[config.mk]
export PLATFORM = sky130hd
export DESIGN_NAME = rf_write_arbiter
export DESIGN_NICKNAME = d
export VERILOG_FILES = /design/src/rtl/rf_write_arbiter.sv
export SDC_FILE = /design/constraint.sdc
export NUM_CORES = 1
export LEC_CHECK = 0
export BUFFER_PORTS_ARGS = -buffer_cell sky130_fd_sc_hd__buf_2
export CORE_ASPECT_RATIO = 0.6
export CORE_UTILIZATION = 48
export CTS_BUF_LIST = sky130_fd_sc_hd__clkbuf_8
export CTS_CLUSTER_SIZE = 40
export DETAILED_ROUTE_END_ITERATION = 8
export PLACE_DENSITY = 0.83
export SLEW_MARGIN = 25
export SYNTH_ARGS = -nofsm -noshare
export SYNTH_HDL_FRONTEND = slang
export SYNTH_SLANG_ARGS = --single-unit
[constraint.sdc]
create_clock -name CLK -period 3.9 [get_ports CLK]
set_input_delay 0.585 -clock CLK [delete_from_list [all_inputs] [get_ports CLK]]
set_output_delay 0.585 -clock CLK [all_outputs]
set_load 0.1 [all_outputs]
[src/rtl/rf_write_arbiter.sv]
// Single write port of the register file: round-robin grant across N_REQ
// valid/ready requesters, registered RF write, and a zeroing sequence for r1..r15.
module rf_write_arbiter #(
    parameter int N_REQ = 3,
    parameter int AW    = 4,
    parameter int DW    = 16
) (
    input  logic                CLK,
    input  logic                RSTBAR,
    input  logic                CLR_REQ,
    output logic                CLR_BUSY,
    input  logic [N_REQ-1:0]    REQ_VALID,
    input  logic [N_REQ*AW-1:0] REQ_ADDR,
    input  logic [N_REQ*DW-1:0] REQ_DATA,
    output logic [N_REQ-1:0]    REQ_READY,
    output logic                WEBAR,
    output logic [AW-1:0]       WA,
    output logic [DW-1:0]       WD,
    output logic [1:0]          GRANT_ID,
    output logic                DIS_WR
);

    typedef enum logic {ST_ARB, ST_CLEAR} state_t;

    localparam logic [AW-1:0] LAST_REG = '1;

    state_t          r_state, w_state_nxt;
    logic [1:0]      r_ptr, w_ptr_nxt;
    logic            r_webar, w_webar_nxt;
    logic [AW-1:0]   r_wa, w_wa_nxt;
    logic [DW-1:0]   r_wd, w_wd_nxt;
    logic [1:0]      r_gid, w_gid_nxt;

    logic            w_gnt_vld;
    logic [1:0]      w_gnt_idx;
    logic            w_arb_open;
    logic [AW-1:0]   w_gnt_addr;
    logic [DW-1:0]   w_gnt_data;
    logic [N_REQ-1:0] w_ready;

    function automatic logic [1:0] rr_idx(input logic [1:0] p, input int off);
        return 2'((int'(p) + off) % N_REQ);
    endfunction

    // Walk from farthest to nearest so the requester right after ptr wins.
    always_comb begin
        w_gnt_vld = 1'b0;
        w_gnt_idx = '0;
        for (int off = N_REQ; off >= 1; off--) begin
            if (REQ_VALID[rr_idx(r_ptr, off)]) begin
                w_gnt_vld = 1'b1;
                w_gnt_idx = rr_idx(r_ptr, off);
            end
        end
    end

    assign w_arb_open = (r_state == ST_ARB) && !CLR_REQ;
    assign w_gnt_addr = REQ_ADDR[w_gnt_idx*AW +: AW];
    assign w_gnt_data = REQ_DATA[w_gnt_idx*DW +: DW];

    always_comb begin
        w_ready = '0;
        if (w_arb_open && w_gnt_vld)
            w_ready[w_gnt_idx] = 1'b1;
    end

    always_comb begin
        w_state_nxt = r_state;
        w_ptr_nxt   = r_ptr;
        w_webar_nxt = 1'b1;
        w_wa_nxt    = r_wa;
        w_wd_nxt    = r_wd;
        w_gid_nxt   = r_gid;
        case (r_state)
            ST_ARB: begin
                if (CLR_REQ) begin
                    w_state_nxt = ST_CLEAR;
                    w_webar_nxt = 1'b0;
                    w_wa_nxt    = AW'(1);
                    w_wd_nxt    = '0;
                end else if (w_gnt_vld) begin
                    w_ptr_nxt = w_gnt_idx;
                    w_gid_nxt = w_gnt_idx;
                    // r0 is hardwired: accept the offer but never drive the port.
                    if (w_gnt_addr != '0) begin
                        w_webar_nxt = 1'b0;
                        w_wa_nxt    = w_gnt_addr;
                        w_wd_nxt    = w_gnt_data;
                    end
                end
            end
            ST_CLEAR: begin
                if (r_wa == LAST_REG) begin
                    w_state_nxt = ST_ARB;
                end else begin
                    w_webar_nxt = 1'b0;
                    w_wa_nxt    = r_wa + AW'(1);
                    w_wd_nxt    = '0;
                end
            end
            default: w_state_nxt = ST_ARB;
        endcase
    end

    always_ff @(posedge CLK or negedge RSTBAR) begin
        if (!RSTBAR) begin
            r_state <= ST_ARB;
            r_ptr   <= 2'(N_REQ - 1);
            r_webar <= 1'b1;
            r_wa    <= '0;
            r_wd    <= '0;
            r_gid   <= '0;
        end else begin
            r_state <= w_state_nxt;
            r_ptr   <= w_ptr_nxt;
            r_webar <= w_webar_nxt;
            r_wa    <= w_wa_nxt;
            r_wd    <= w_wd_nxt;
            r_gid   <= w_gid_nxt;
        end
    end

    assign REQ_READY = w_ready;
    assign CLR_BUSY  = (r_state == ST_CLEAR);
    assign WEBAR     = r_webar;
    assign WA        = r_wa;
    assign WD        = r_wd;
    assign GRANT_ID  = r_gid;
    assign DIS_WR    = !r_webar && (r_wa == LAST_REG);

endmodule
==> metrics.txt <==
cts bufs inserted=3; multi-input logic area=1170 µm²; Period minus WS final=between 3 and 4 ns; CTS sink cnt=25; crit path kind=flop to output port; IO buf count=93; overall die height=50.7 µm; Die W=83.2 µm; post-synth top area cell=dfrtp_1; Finished Cell Area=2430 µm²; post-synthesis cell count=188; Max Cap Viol=0; sum of negative setup slack=0 ns; number of global-route vias before repair=1564; vias per cell=5.58; RSZ-0062 raised after global routing=no; Avg WL per Cell=14.8 µm; share of cells above drive strength 1=44.9%; Post-synth EDFFs=0; clk root buf=clkbuf_8; Synth async-reset ratio=100%; Final ANT Viol Nets=0; Overflow after GRT=0; final hold violation count=0; setup ws final=0.228 ns; GP Congestion=0.955; Reg area=628 µm²; critical path peak fanout=12; DPL Wire Length=3750 µm; slowest stage delay, CP=0.53 ns; Yosys reg bits=25; Syn Nets=259; Pleak=1.35 nW; Remaining DRCs=0; power per cell area=813 nW/µm²; filler instances=328; leading post-synthesis cells by cell area=dfrtp_1 30%, mux2i_1 11%, mux2_4 7.9%, o21ai_0 5.5%, a21oi_1 5.0%; # rows=17; fmax=272 MHz; largest net degree at the start of global routing=29; Mapped Area=1900 µm²; final WL=4770 µm; htree depth=1; Slew Viols, Final=0; worst-margin pin slew=0.518 ns; Mapped Avg Cell Area=between 10 and 15 µm²; Worst slew margin=between 60% and 70%; Die Area=4220 µm²; Non-Filler Instances=323; Initial Util=51.0%; Clock transition at path regs=0.09 ns; Hold Slack=0.287 ns; core region area=3720 µm²; critical-path cell list=inv_1 > ha_1 > mux2i_1 > mux2i_1 > o311a_1 > or3_1 > nor2_1 > buf_2; wire length of the first global-routing pass=7750 µm; most used cell, CP=mux2i_1; CP Data Required Time=3.31 ns; kind of cell adding the most delay to the critical path=adder cells; Seq/Total Area, Yosys=roughly 33%; area grow syn2layout=27.8%; Synthesis Warnings=0; GRT Resource Usage Total=between 20% and 30%; Final setup viols=0; post-synth top area share=30.3%; Crit-path slowest cell=ha_1; DR iter-0 viols=100; Placed Cells=319; I/O pin cnt=94; routed vias=1802; Post-Place Cell Area=2380 µm²; Final #Nets=348; pre-CTS setup slack=0.501 ns; Final Cycle Share=94.2%; Worst Path Buf+Inv=2; Clock Tree Buf Depth=2; CP Launch Type=flop; Setup Skew=0.00224 ns; maximum vdd drop=approximately 0.0011 V; Synth cell types=48; worst-skew pair later-pin latency=0.27 ns; diodes inserted=0; Hold WC Path Type=primary input to async pin; CTS tree=built; crit path DAT=~3.1 ns; status=completed; setup repair bufs after CTS=0; Pre-Repair DR Iteration Count=4; Primary FF master, synth=dfrtp_1; initial antenna violation count=0; power consumption=1.97 mW; final core utilization=roughly two thirds; Critical Path End Type=output port
==> area by class of cell <==
class	instances	share of cell area, %
flip-flops and latches	25	25.9
clock inverters	1	0.206
multi-input cells	143	48.3
repair buffers	96	20.2
inverters	8	1.24
clock buffers	3	1.70
well taps	47	2.42
==> routing by layer <==
| metal | global-route usage (%) | vias to the layer above | share of wire [%] |
|---|---|---|---|
| li1 | - | 882 | - |
| met1 | 32.2 | 849 | 48 |
| met2 | 38.8 | 65 | 44 |
| met3 | 5.26 | 6 | 6.9 |
| met4 | 1.72 | 0 | 0.80 |
| met5 | 0 | - | 0 |
==> repair_timing <==
action,in CTS,in global routing
gates resized for setup,0,1
endpoints found under the hold margin,0,0
setup endpoints to repair,0,1
hold buffers,0,0
==> synthesized netlist by cell type, drive strengths merged, types with 2 or more instances <==
library cell / number
nand3: 4
ha: 5
a21o: 3
mux2i: 22
o21ai: 21
a21oi: 20
nand2: 6
o22ai: 2
clkbuf: 5
nor3b: 2
o221ai: 3
nand4: 3
dfstp: 2
mux2: 18
inv: 8
or2: 2
nand2b: 3
o211a: 2
dfrtp: 23
or3: 2
nor2: 5
and2: 3
buf: 7
==> worst paths after layout <==
kind                                      start              endpoint  slack (ns)  depth (start not counted)
hold / removal                           RSTBAR    WD[15]$_DFFE_PN0P_        0.29                          1
max in group asynchronous                RSTBAR  r_ptr[1]$_DFFE_PN1P_        3.24                          1
hold reg to reg              WD[12]$_DFFE_PN0P_    WD[12]$_DFFE_PN0P_        0.49                          1
setup reg to reg           r_ptr[0]$_DFFE_PN0P_     WA[0]$_DFFE_PN0P_        0.48                         11
setup / recovery           r_ptr[0]$_DFFE_PN0P_          REQ_READY[0]        0.23                          8
min in group CLK             WD[12]$_DFFE_PN0P_    WD[12]$_DFFE_PN0P_        0.49                          1
==> placed cells by master, fill, tap and decap left out, types with 4 or more instances in the layout <==
cell type	count
buf_2	92
dfrtp_1	23
mux2i_1	21
o21ai_0	21
a21oi_1	18
mux2_4	10
inv_1	8
mux2_1	7
nand2_1	6
nor2_1	5
ha_1	5
nand3_1	4
==> flip-flops by register name, summed over array words and instances, names as in the netlist <==
name	count
WD	16
WA	4
r_ptr	2
CLR_BUSY	1
GRANT_ID	1
WEBAR	1
==> kinds of logic after synthesis <==
family                     after synthesis  share of synthesized area [%]
DFF                                     25                           33.1
xor gates and xnor gates                 1                          0.462
adders and majority gates                5                           3.30
and+or+nand+nor                         34                           9.95
buffers and inverters                   20                           5.87
muxes                                   40                           24.9
AOI/OAI and AO/OA                       63                           22.4
==> report_power, final <==
group	internal, mW	total (mW)	switching (mW)
clock network	0.0715	0.155	0.0831
logic	0.435	1.43	0.990
registers	0.330	0.393	0.0628
(Power assumes the default switching activity.)
